[src/rtl/mem_axi_bridge_pkg.sv]
// Shared definitions for the memory-stage to AXI4-Lite bridge.
//   MEMREQ_READ / MEMREQ_WRITE : request mode encoding from the memory stage
//   AXI_RESP_OKAY              : AXI response code treated as success
//   bridge_state_t             : bridge FSM state encoding
package mem_axi_bridge_pkg;

    localparam logic       MEMREQ_READ   = 1'b0;
    localparam logic       MEMREQ_WRITE  = 1'b1;
    localparam logic [1:0] AXI_RESP_OKAY = 2'b00;

    typedef enum logic [2:0] {
        ST_IDLE    = 3'd0,
        ST_RD_ADDR = 3'd1,
        ST_RD_DATA = 3'd2,
        ST_WR_REQ  = 3'd3,
        ST_WR_RESP = 3'd4
    } bridge_state_t;

endpackage

[src/rtl/mem_axi_bridge.sv]
// Bridge from the memory stage's single-outstanding request to one AXI4-Lite
// master transaction, returning one response_enable pulse per accepted request.
//
// state      | meaning
// -----------+-------------------------------------------------------------
// ST_IDLE    | waiting for request_enable
// ST_RD_ADDR | arvalid held until the AR handshake
// ST_RD_DATA | rready held until the R handshake
// ST_WR_REQ  | awvalid / wvalid each held until their own handshake
// ST_WR_RESP | bready held until the B handshake
//
// Ports:
//   clk, rstn                      clock, synchronous active-low reset
//   request_enable/mode/addr/wdata/wstrb   request from the memory stage
//   response_enable/data/resp_error        one-cycle completion
//   busy                           state != ST_IDLE
//   req_overrun                    sticky: request seen while not able to accept
//   m_axi_*                        AXI4-Lite master channels (AR, R, AW, W, B)
module mem_axi_bridge
    import mem_axi_bridge_pkg::*;
#(
    parameter logic [2:0] PROT_READ  = 3'b000,
    parameter logic [2:0] PROT_WRITE = 3'b000
) (
    input  logic        clk,
    input  logic        rstn,
    input  logic        request_enable,
    input  logic        mode,
    input  logic [31:0] addr,
    input  logic [31:0] wdata,
    input  logic [3:0]  wstrb,
    output logic        response_enable,
    output logic [31:0] data,
    output logic        resp_error,
    output logic        busy,
    output logic        req_overrun,
    output logic [31:0] m_axi_araddr,
    output logic [2:0]  m_axi_arprot,
    output logic        m_axi_arvalid,
    input  logic        m_axi_arready,
    input  logic [31:0] m_axi_rdata,
    input  logic [1:0]  m_axi_rresp,
    input  logic        m_axi_rvalid,
    output logic        m_axi_rready,
    output logic [31:0] m_axi_awaddr,
    output logic [2:0]  m_axi_awprot,
    output logic        m_axi_awvalid,
    input  logic        m_axi_awready,
    output logic [31:0] m_axi_wdata,
    output logic [3:0]  m_axi_wstrb,
    output logic        m_axi_wvalid,
    input  logic        m_axi_wready,
    input  logic [1:0]  m_axi_bresp,
    input  logic        m_axi_bvalid,
    output logic        m_axi_bready
);

    bridge_state_t state_q, state_d;
    logic [31:0]   araddr_q, araddr_d, awaddr_q, awaddr_d;
    logic [31:0]   wdata_q, wdata_d, data_q, data_d;
    logic [3:0]    wstrb_q, wstrb_d;
    logic          arvalid_q, arvalid_d, rready_q, rready_d;
    logic          awvalid_q, awvalid_d, wvalid_q, wvalid_d, bready_q, bready_d;
    logic          resp_en_q, resp_en_d, resp_err_q, resp_err_d;
    logic          overrun_q, overrun_d;
    logic          accept, aw_done, w_done;

    always_ff @(posedge clk) begin
        if (!rstn) begin
            state_q    <= ST_IDLE;
            araddr_q   <= '0;
            awaddr_q   <= '0;
            wdata_q    <= '0;
            wstrb_q    <= '0;
            data_q     <= '0;
            arvalid_q  <= 1'b0;
            rready_q   <= 1'b0;
            awvalid_q  <= 1'b0;
            wvalid_q   <= 1'b0;
            bready_q   <= 1'b0;
            resp_en_q  <= 1'b0;
            resp_err_q <= 1'b0;
            overrun_q  <= 1'b0;
        end else begin
            state_q    <= state_d;
            araddr_q   <= araddr_d;
            awaddr_q   <= awaddr_d;
            wdata_q    <= wdata_d;
            wstrb_q    <= wstrb_d;
            data_q     <= data_d;
            arvalid_q  <= arvalid_d;
            rready_q   <= rready_d;
            awvalid_q  <= awvalid_d;
            wvalid_q   <= wvalid_d;
            bready_q   <= bready_d;
            resp_en_q  <= resp_en_d;
            resp_err_q <= resp_err_d;
            overrun_q  <= overrun_d;
        end
    end

    always_comb begin
        state_d    = state_q;
        araddr_d   = araddr_q;
        awaddr_d   = awaddr_q;
        wdata_d    = wdata_q;
        wstrb_d    = wstrb_q;
        data_d     = data_q;
        arvalid_d  = arvalid_q;
        rready_d   = rready_q;
        awvalid_d  = awvalid_q;
        wvalid_d   = wvalid_q;
        bready_d   = bready_q;
        resp_en_d  = 1'b0;
        resp_err_d = 1'b0;
        overrun_d  = overrun_q;
        // The response cycle is already in IDLE but still counts as busy
        // towards the memory stage, so a request there is refused.
        accept     = request_enable && (state_q == ST_IDLE) && !resp_en_q;
        // A channel is done when its valid is already low or handshakes now.
        aw_done    = !awvalid_q || m_axi_awready;
        w_done     = !wvalid_q  || m_axi_wready;

        if (request_enable && !accept) overrun_d = 1'b1;

        case (state_q)
            ST_IDLE: begin
                if (accept) begin
                    if (mode == MEMREQ_READ) begin
                        araddr_d  = addr;
                        arvalid_d = 1'b1;
                        state_d   = ST_RD_ADDR;
                    end else begin
                        awaddr_d  = addr;
                        wdata_d   = wdata;
                        wstrb_d   = wstrb;
                        awvalid_d = 1'b1;
                        wvalid_d  = 1'b1;
                        state_d   = ST_WR_REQ;
                    end
                end
            end
            ST_RD_ADDR: begin
                if (arvalid_q && m_axi_arready) begin
                    arvalid_d = 1'b0;
                    rready_d  = 1'b1;
                    state_d   = ST_RD_DATA;
                end
            end
            ST_RD_DATA: begin
                if (rready_q && m_axi_rvalid) begin
                    rready_d   = 1'b0;
                    data_d     = m_axi_rdata;
                    resp_err_d = (m_axi_rresp != AXI_RESP_OKAY);
                    resp_en_d  = 1'b1;
                    state_d    = ST_IDLE;
                end
            end
            ST_WR_REQ: begin
                if (awvalid_q && m_axi_awready) awvalid_d = 1'b0;
                if (wvalid_q && m_axi_wready)   wvalid_d  = 1'b0;
                if (aw_done && w_done) begin
                    bready_d = 1'b1;
                    state_d  = ST_WR_RESP;
                end
            end
            ST_WR_RESP: begin
                if (bready_q && m_axi_bvalid) begin
                    bready_d   = 1'b0;
                    data_d     = '0;
                    resp_err_d = (m_axi_bresp != AXI_RESP_OKAY);
                    resp_en_d  = 1'b1;
                    state_d    = ST_IDLE;
                end
            end
            default: state_d = ST_IDLE;
        endcase
    end

    assign response_enable = resp_en_q;
    assign data            = data_q;
    assign resp_error      = resp_err_q;
    assign busy            = (state_q != ST_IDLE);
    assign req_overrun     = overrun_q;
    assign m_axi_araddr    = araddr_q;
    assign m_axi_arprot    = PROT_READ;
    assign m_axi_arvalid   = arvalid_q;
    assign m_axi_rready    = rready_q;
    assign m_axi_awaddr    = awaddr_q;
    assign m_axi_awprot    = PROT_WRITE;
    assign m_axi_awvalid   = awvalid_q;
    assign m_axi_wdata     = wdata_q;
    assign m_axi_wstrb     = wstrb_q;
    assign m_axi_wvalid    = wvalid_q;
    assign m_axi_bready    = bready_q;

endmodule

[config.mk]
export PLATFORM = sky130hd
export DESIGN_NAME = mem_axi_bridge
export DESIGN_NICKNAME = d
export VERILOG_FILES = /design/src/rtl/mem_axi_bridge_pkg.sv /design/src/rtl/mem_axi_bridge.sv
export SDC_FILE = /design/constraint.sdc
export NUM_CORES = 1
export LEC_CHECK = 0
export BUFFER_PORTS_ARGS = -buffer_cell sky130_fd_sc_hd__buf_4
export CAP_MARGIN = 20
export CORE_UTILIZATION = 49
export CTS_CLUSTER_DIAMETER = 60
export DETAILED_ROUTE_END_ITERATION = 10
export GPL_ROUTABILITY_DRIVEN = 0
export GPL_TIMING_DRIVEN = 0
export HOLD_SLACK_MARGIN = 0.12
export PLACE_DENSITY = 0.8
export SYNTH_ARGS = -nofsm -noshare
export SYNTH_HDL_FRONTEND = slang
export SYNTH_SLANG_ARGS = --single-unit
[constraint.sdc]
create_clock -name clk -period 2.7 [get_ports clk]
set_input_delay 0.135 -clock clk [delete_from_list [all_inputs] [get_ports clk]]
set_output_delay 0.135 -clock clk [all_outputs]
set_load 0.05 [all_outputs]
Yosys cells after proc, flatten, opt, wreduce, memory -nomap -nowiden
Cells that the tools add are included.
{"block": "op_classes", "muxes": 32, "n_eq_ne": 13, "bitwise_logic": 1, "reduce_logical": 33}
{"op": "32-bit 2-to-1 mux", "count": 2}
{"op": "32-bit one-hot mux with 2 select lines", "count": 1}
{"op": "2-bit != test (second input constant)", "count": 9}
{"op": "1-bit 2-to-1 mux", "count": 15}
{"op": "3-bit 2-to-1 mux", "count": 5}
{"op": "3-bit one-hot mux with 5 select lines", "count": 1}
{"op": "3-bit AND reduction", "count": 5}
{"op": "1-bit one-hot mux with 2 select lines", "count": 7}
{"op": "2-bit nonzero test", "count": 7}
{"op": "4-bit AND reduction", "count": 3}
{"op": "1-bit logical AND", "count": 9}
{"op": "3-bit by 2-bit equality test with 1-bit output (second input constant)", "count": 2}
{"op": "5-bit AND reduction", "count": 1}
{"op": "1-bit logical NOT", "count": 4}
{"op": "3-bit by 1-bit equality test with 1-bit output (second input constant)", "count": 1}
{"op": "3-bit equality test (second input constant)", "count": 1}
{"op": "3-bit logical NOT", "count": 1}
{"op": "3-bit nonzero test", "count": 1}
{"op": "1-bit logical OR", "count": 2}
{"op": "2-bit 2-to-1 mux", "count": 1}
{"op": "1-bit NOT", "count": 1}
{"block": "word_totals", "output_inout_bits": 147, "wordCells": 93, "input_bits": 113, "ff_bits": 143}

Depth between registers and ports, before layout
{"block": "logic_depth", "depth_word": 5, "mapped_depth": 8, "mapped_depth_nobuf": 5}

Worst setup path before layout
Ideal clock, no wire load.
{"block": "synth_path", "kind": "register to register", "from": "register resp_en_q (netlist: response_enable)", "to": "register wstrb_q[1] (netlist: m_axi_wstrb[1])", "path_stages_with_launch": 9, "path_buffers": 4, "t_arrival_ns": 1.569, "setup_ns": 0.132, "t_required_ns": 2.568, "setup_slack_ns": 0.999, "period_less_slack_ns": 1.701, "cell_sequence": "dfxtp_1 > nor2b_1 > clkbuf_1 > and3_1 > buf_2 > buf_4 > buf_4 > nand2_1 > a21oi_1"}
{"block": "synth_via", "elab_chain_cells": 3}
{"item": "start: declaration", "line_no": "mem_axi_bridge.sv:64", "text": "logic resp_en_q, resp_en_d, resp_err_q, resp_err_d;"}
{"item": "start signal: assignment", "line_no": "mem_axi_bridge.sv:96", "text": "resp_en_q <= resp_en_d;"}
{"item": "1-bit logical NOT", "line_no": "mem_axi_bridge.sv:119", "text": "accept = request_enable && (state_q == ST_IDLE) && !resp_en_q;"}
{"item": "1-bit logical AND", "line_no": "mem_axi_bridge.sv:119"}
{"item": "3-bit AND reduction (no source line)"}
{"item": "end signal: assignment", "line_no": "mem_axi_bridge.sv:89", "text": "wstrb_q <= wstrb_d;"}
{"item": "end: declaration", "line_no": "mem_axi_bridge.sv:61", "text": "logic [3:0] wstrb_q, wstrb_d;"}
Every way passes these cells.
A chain may end at the register's enable or synchronous reset.

Final worst setup path
{"block": "layout_path", "from": "register state_q[1]", "to": "register resp_err_q (netlist: resp_error)"}
{"block": "layout_via", "elab_chain_cells": 2, "elab_cells_between_ends": 3, "classes_between": "eq/ne (2); mux (1)"}
{"item": "start: declaration", "line_no": "mem_axi_bridge.sv:58", "text": "bridge_state_t state_q, state_d;"}
{"item": "start signal: assignment", "line_no": "mem_axi_bridge.sv:85", "text": "state_q <= state_d;"}
{"item": "3-bit equality test or 3-bit by 2-bit equality test with 1-bit output (tied branches)", "line_no": "mem_axi_bridge.sv:126", "text": "case (state_q)"}
{"item": "1-bit one-hot mux with 2 select lines *", "line_no": "mem_axi_bridge.sv:126"}
{"item": "end signal: assignment", "line_no": "mem_axi_bridge.sv:97", "text": "resp_err_q <= resp_err_d;"}
{"item": "end: declaration", "line_no": "mem_axi_bridge.sv:64"}
Mark *: on every way between the ends. The rest lies on a longest branch, timed or not.

==> impl_results.html <==
<table>
<tr><th>Metric</th><th>Value</th></tr>
<tr><th colspan="2">Outcome</th></tr>
<tr><td>Outcome</td><td>completed</td></tr>
<tr><th colspan="2">Synth</th></tr>
<tr><td>Post-Synthesis Mean Instance Area</td><td>8.25 sq um</td></tr>
<tr><td>Share of synthesized area occupied by flip-flops and latches</td><td>53.8%</td></tr>
<tr><td>Total standard cell area after synthesis</td><td>0.00532 sq mm</td></tr>
<tr><td>Largest area contributor in the netlist</td><td>sky130_fd_sc_hd__dfxtp_1</td></tr>
<tr><td>Yosys reg bits</td><td>143</td></tr>
<tr><td>Gate count after technology mapping</td><td>645</td></tr>
<tr><td>Top-area cell type share of the netlist area</td><td>53.8%</td></tr>
<tr><td>Count of warnings emitted by yosys</td><td>0</td></tr>
<tr><td>Ranking of synthesized cells by area</td><td>sky130_fd_sc_hd__dfxtp_1 (54%), sky130_fd_sc_hd__nand2_1 (20%), sky130_fd_sc_hd__a21oi_1 (10%)</td></tr>
<tr><td>Count of different cell masters after synthesis</td><td>31</td></tr>
<tr><th colspan="2">Clock tree</th></tr>
<tr><td>CTS tree</td><td>built</td></tr>
<tr><td>Count of cells resized by post-cts repair</td><td>0</td></tr>
<tr><td>Buffers inserted during post-CTS setup optimization</td><td>0</td></tr>
<tr><td>Clk sink count</td><td>143</td></tr>
<tr><td>CTS buffer count</td><td>17</td></tr>
<tr><td>Max Buffers Root-to-Sink</td><td>2</td></tr>
<tr><td>H-tree lvl count</td><td>4</td></tr>
<tr><td>Number of buffers inserted for hold repair after clock tree synthesis</td><td>116</td></tr>
<tr><td>Latest clock arrival within the worst-skew pair</td><td>530 ps</td></tr>
<tr><td>Clock slew at the register clock pins of the worst setup and hold paths</td><td>60 ps</td></tr>
<tr><td>Clock root cell</td><td>sky130_fd_sc_hd__clkbuf_8</td></tr>
<tr><th colspan="2">Global routing</th></tr>
<tr><td>GRT overflow</td><td>0</td></tr>
<tr><td>Total global-route track usage</td><td>35.4%</td></tr>
<tr><td>Pin count of the biggest net entering global routing</td><td>17</td></tr>
<tr><td>Vias in the first global route</td><td>6309</td></tr>
<tr><td>Initial antenna violation count</td><td>0</td></tr>
<tr><td>Wire length of the first global-routing pass</td><td>30.9 mm</td></tr>
<tr><th colspan="2">Die</th></tr>
<tr><td>Cell Rows</td><td>37</td></tr>
<tr><td>Core box area</td><td>0.0104 sq mm</td></tr>
<tr><td>I/O pin total</td><td>260</td></tr>
<tr><td>Height of the die</td><td>106 um</td></tr>
<tr><td>Full die area</td><td>0.0113 sq mm</td></tr>
<tr><td>Width of the die</td><td>106 um</td></tr>
<tr><td>Effective utilization at floorplan</td><td>51.1%</td></tr>
<tr><th colspan="2">STA</th></tr>
<tr><td>Highest achievable clock rate</td><td>416 MHz</td></tr>
<tr><td>Hold violation count in the final report</td><td>0</td></tr>
<tr><td>Actual slew at the worst max-slew pin</td><td>545 ps</td></tr>
<tr><td>Worst-case headroom to the max-slew limit</td><td>63.7%</td></tr>
<tr><td>Fin worst setup slack</td><td>297 ps</td></tr>
<tr><td>Clock tree skew after final layout</td><td>10.4 ps</td></tr>
<tr><td>Worst hold-check slack</td><td>203 ps</td></tr>
<tr><td>Final count of negative-setup-slack endpoints</td><td>0</td></tr>
<tr><td>Final critical-path share of the clock period</td><td>89.0%</td></tr>
<tr><td>Sum Neg Setup Slack</td><td>0 ps</td></tr>
<tr><td>Clock period minus worst slack</td><td>2400 ps</td></tr>
<tr><td>Setup repair after global routing missed its margin</td><td>false</td></tr>
<tr><td>Max-slew violation count</td><td>0</td></tr>
<tr><th colspan="2">Place</th></tr>
<tr><td>Dpl ws</td><td>909 ps</td></tr>
<tr><td>HPWL after detailed placement</td><td>12.0 mm</td></tr>
<tr><td>Placed standard-cell area</td><td>0.00740 sq mm</td></tr>
<tr><td>Number of input and output port buffers inserted</td><td>252</td></tr>
<tr><th colspan="2">Worst setup path</th></tr>
<tr><td>Category of cells accounting for the largest share of critical-path delay</td><td>buffers and inverters</td></tr>
<tr><td>Register-to-Register Setup Slack</td><td>300 ps</td></tr>
<tr><td>Worst-path maximum fanout</td><td>9</td></tr>
<tr><td>Path depth of the worst reg2reg path</td><td>6</td></tr>
<tr><td>Worst Setup Start Kind</td><td>register</td></tr>
<tr><td>Delay of the slowest cell on the worst path</td><td>580 ps</td></tr>
<tr><td>Cell with the biggest individual delay on the critical path</td><td>sky130_fd_sc_hd__dlygate4sd3_1</td></tr>
<tr><td>Arrival time reported for the critical path endpoint</td><td>2870 ps</td></tr>
<tr><td>CP Class</td><td>reg2reg</td></tr>
<tr><td>Critical path capture point type</td><td>register</td></tr>
<tr><td>Worst R2R End</td><td>resp_error$_SDFF_PN0_</td></tr>
<tr><td>WP buf/inv</td><td>3</td></tr>
<tr><td>Reg-to-reg startpoint</td><td>state_q[1]$_SDFFE_PN0P_</td></tr>
<tr><td>Most used cell, CP</td><td>sky130_fd_sc_hd__dlygate4sd3_1</td></tr>
<tr><td>Worst EP required</td><td>3170 ps</td></tr>
<tr><td>Crit path cell chain</td><td>buf_2 -&gt; nor3b_4 -&gt; o2111ai_1 -&gt; dlygate4sd3_1 -&gt; a21oi_1 -&gt; dlygate4sd3_1</td></tr>
<tr><th colspan="2">Route</th></tr>
<tr><td>Number of search-and-repair iterations in the first detailed-routing pass</td><td>5</td></tr>
<tr><td>Iteration-0 DRC Markers</td><td>309</td></tr>
<tr><td>Post-DR vias/cell</td><td>5.17</td></tr>
<tr><td>Overall routed net length</td><td>19.8 mm</td></tr>
<tr><td>ANT nets after route</td><td>0</td></tr>
<tr><td>Post-detailed-route wirelength per cell</td><td>16.7 um</td></tr>
<tr><td>Count of unresolved DRC violations after routing</td><td>0</td></tr>
<tr><td>Vias</td><td>6132</td></tr>
<tr><th colspan="2">Power and ir drop</th></tr>
<tr><td>Power Total</td><td>7540 uW</td></tr>
<tr><td>Maximum vdd ir drop</td><td>0.524 mV</td></tr>
<tr><td>Cell leakage power</td><td>0.00423 uW</td></tr>
<tr><td>Power per unit of standard cell area</td><td>820 mW/mm^2</td></tr>
<tr><th colspan="2">Layout</th></tr>
<tr><td>Area Overhead vs Synth</td><td>72.9%</td></tr>
<tr><td>Final std cell area, no fill</td><td>0.00920 sq mm</td></tr>
<tr><td>Ratio of cells with drive above 1 in the final layout</td><td>29.7%</td></tr>
<tr><td>Fill cell count</td><td>519</td></tr>
<tr><td># nets final</td><td>1150</td></tr>
<tr><td>Number of inserted diodes</td><td>0</td></tr>
<tr><th colspan="2">Min path</th></tr>
<tr><td>Endpoint of the worst hold-timing path</td><td>m_axi_arvalid$_SDFFE_PN0P_</td></tr>
<tr><td>Number of cells on the worst hold path</td><td>5</td></tr>
<tr><td>Path category of the worst min-delay check</td><td>in2reg</td></tr>
<tr><td>Startpoint of the most critical hold path</td><td>m_axi_arready</td></tr>
<tr><th colspan="2">Run</th></tr>
<tr><td>Max-cap violations</td><td>0</td></tr>
</table>
stage by stage:
stage          utilization [%]  cells
6_report                  88.3   1186
2_1_floorplan                -    650
5_1_grt                   88.3   1186
4_1_cts                   88.3   1186
3_5_place_dp              71.1   1038
3_3_place_gp              71.1   1038
report_power, final:
group / switching [uW] / internal (uW) / total (uW)
clock network: 889 / 1640 / 2530
registers: 169 / 2360 / 2530
logic: 1620 / 867 / 2480
total: 2670 / 4870 / 7540
cell usage after synthesis:
library cell,number
sky130_fd_sc_hd__and3_1,1
sky130_fd_sc_hd__clkbuf_1,26
sky130_fd_sc_hd__o21ai_0,2
sky130_fd_sc_hd__nor2_1,2
sky130_fd_sc_hd__o21a_1,2
sky130_fd_sc_hd__o21ai_4,1
sky130_fd_sc_hd__buf_2,11
sky130_fd_sc_hd__nor3_4,1
sky130_fd_sc_hd__o2111ai_1,2
sky130_fd_sc_hd__nand4_1,1
sky130_fd_sc_hd__nand3b_1,1
sky130_fd_sc_hd__nor3b_2,1
sky130_fd_sc_hd__mux2i_1,33
sky130_fd_sc_hd__inv_2,1
sky130_fd_sc_hd__nand2_1,277
sky130_fd_sc_hd__a21boi_2,1
sky130_fd_sc_hd__a21oi_1,109
sky130_fd_sc_hd__a32oi_1,1
sky130_fd_sc_hd__dfxtp_1,143
sky130_fd_sc_hd__nand3_1,1
sky130_fd_sc_hd__a22oi_2,1
sky130_fd_sc_hd__nor3b_4,2
sky130_fd_sc_hd__buf_1,2
sky130_fd_sc_hd__nor2b_1,3
sky130_fd_sc_hd__buf_12,3
sky130_fd_sc_hd__nand4b_1,1
sky130_fd_sc_hd__or4_1,1
sky130_fd_sc_hd__nand2b_1,2
sky130_fd_sc_hd__conb_1,1
sky130_fd_sc_hd__inv_1,3
sky130_fd_sc_hd__buf_4,9
layer usage:
layer,wire length (um),global-route usage (%),vias up
met5,0,0,-
met4,971,22.1,0
met3,1260,9.01,85
met2,10100,63.6,290
met1,7510,36.6,2900
li1,-,-,2857
flip-flops by register name, summed over array words and instances, names as in the netlist:
register and flops:
m_axi_awaddr 32, data 32, m_axi_wdata 32, m_axi_wstrb 4, state_q 3, resp_error 1, req_overrun 1, m_axi_wvalid 1
m_axi_awvalid 1, m_axi_arvalid 1, response_enable 1, m_axi_rready 1, m_axi_bready 1, m_axi_araddr 32
cell type report:
cell class              count  area [sq um]  area share [%]
flip-flops and latches    143          2860            31.1
inverters                   4          15.0           0.163
multi-input cells         452          2180            23.6
clock buffers              22           453            4.92
plain buffers              51           288            3.13
clock inverters            10           184            2.00
well taps                 136           170            1.85
repair buffers            368          3050            33.2
worst min-delay path, cell delays in order:
cell and delay [ps]:
sky130_fd_sc_hd__buf_4 80, sky130_fd_sc_hd__nor2b_1 210, sky130_fd_sc_hd__nand2_1 80, sky130_fd_sc_hd__nand2_1 90, sky130_fd_sc_hd__a21oi_1 70
cells in the final DEF (no fill, tap or decap), types with 2 or more instances in the layout:
cell and count:
sky130_fd_sc_hd__nand2_1 277, sky130_fd_sc_hd__buf_4 261, sky130_fd_sc_hd__dfxtp_1 143, sky130_fd_sc_hd__dlygate4sd3_1 116
sky130_fd_sc_hd__a21oi_1 109, sky130_fd_sc_hd__mux2i_1 33, sky130_fd_sc_hd__clkbuf_1 29, sky130_fd_sc_hd__clkbuf_16 16
sky130_fd_sc_hd__buf_2 11, sky130_fd_sc_hd__conb_1 6, sky130_fd_sc_hd__bufinv_16 5, sky130_fd_sc_hd__nor2b_1 3
sky130_fd_sc_hd__inv_1 3, sky130_fd_sc_hd__buf_12 3, sky130_fd_sc_hd__clkbuf_8 3, sky130_fd_sc_hd__buf_1 2
sky130_fd_sc_hd__nand2b_1 2, sky130_fd_sc_hd__nor3b_4 2, sky130_fd_sc_hd__nor2_1 2, sky130_fd_sc_hd__o21ai_0 2
sky130_fd_sc_hd__o2111ai_1 2, sky130_fd_sc_hd__o21a_1 2, sky130_fd_sc_hd__clkinvlp_4 2, sky130_fd_sc_hd__clkinv_2 2
kinds of logic (layout without fill, tap and decap cells):
logic type,after synthesis,count (layout),share of synthesized area (%)
compound gates,119,119,12.0
other cells,1,6,0.0705
flops,143,143,53.8
mux,33,33,6.21
buf+inv,55,455,5.69
simple gates,294,294,22.3
worst max-delay path by stage:
stage	from	to	slack (ps)	depth (start not counted)
after detailed placement	rstn	m_axi_wdata[4]$_SDFFE_PN0P_	910	6
final	state_q[1]$_SDFFE_PN0P_	resp_error$_SDFF_PN0_	300	6
after CTS	state_q[1]$_SDFFE_PN0P_	resp_error$_SDFF_PN0_	380	6
after global routing	state_q[1]$_SDFFE_PN0P_	resp_error$_SDFF_PN0_	200	6
after global placement	rstn	m_axi_wdata[2]$_SDFFE_PN0P_	960	6
after floorplan	response_enable$_SDFF_PN0_	m_axi_wstrb[1]$_SDFFE_PN0P_	1000	8
Power figures use the tool's default switching activity.
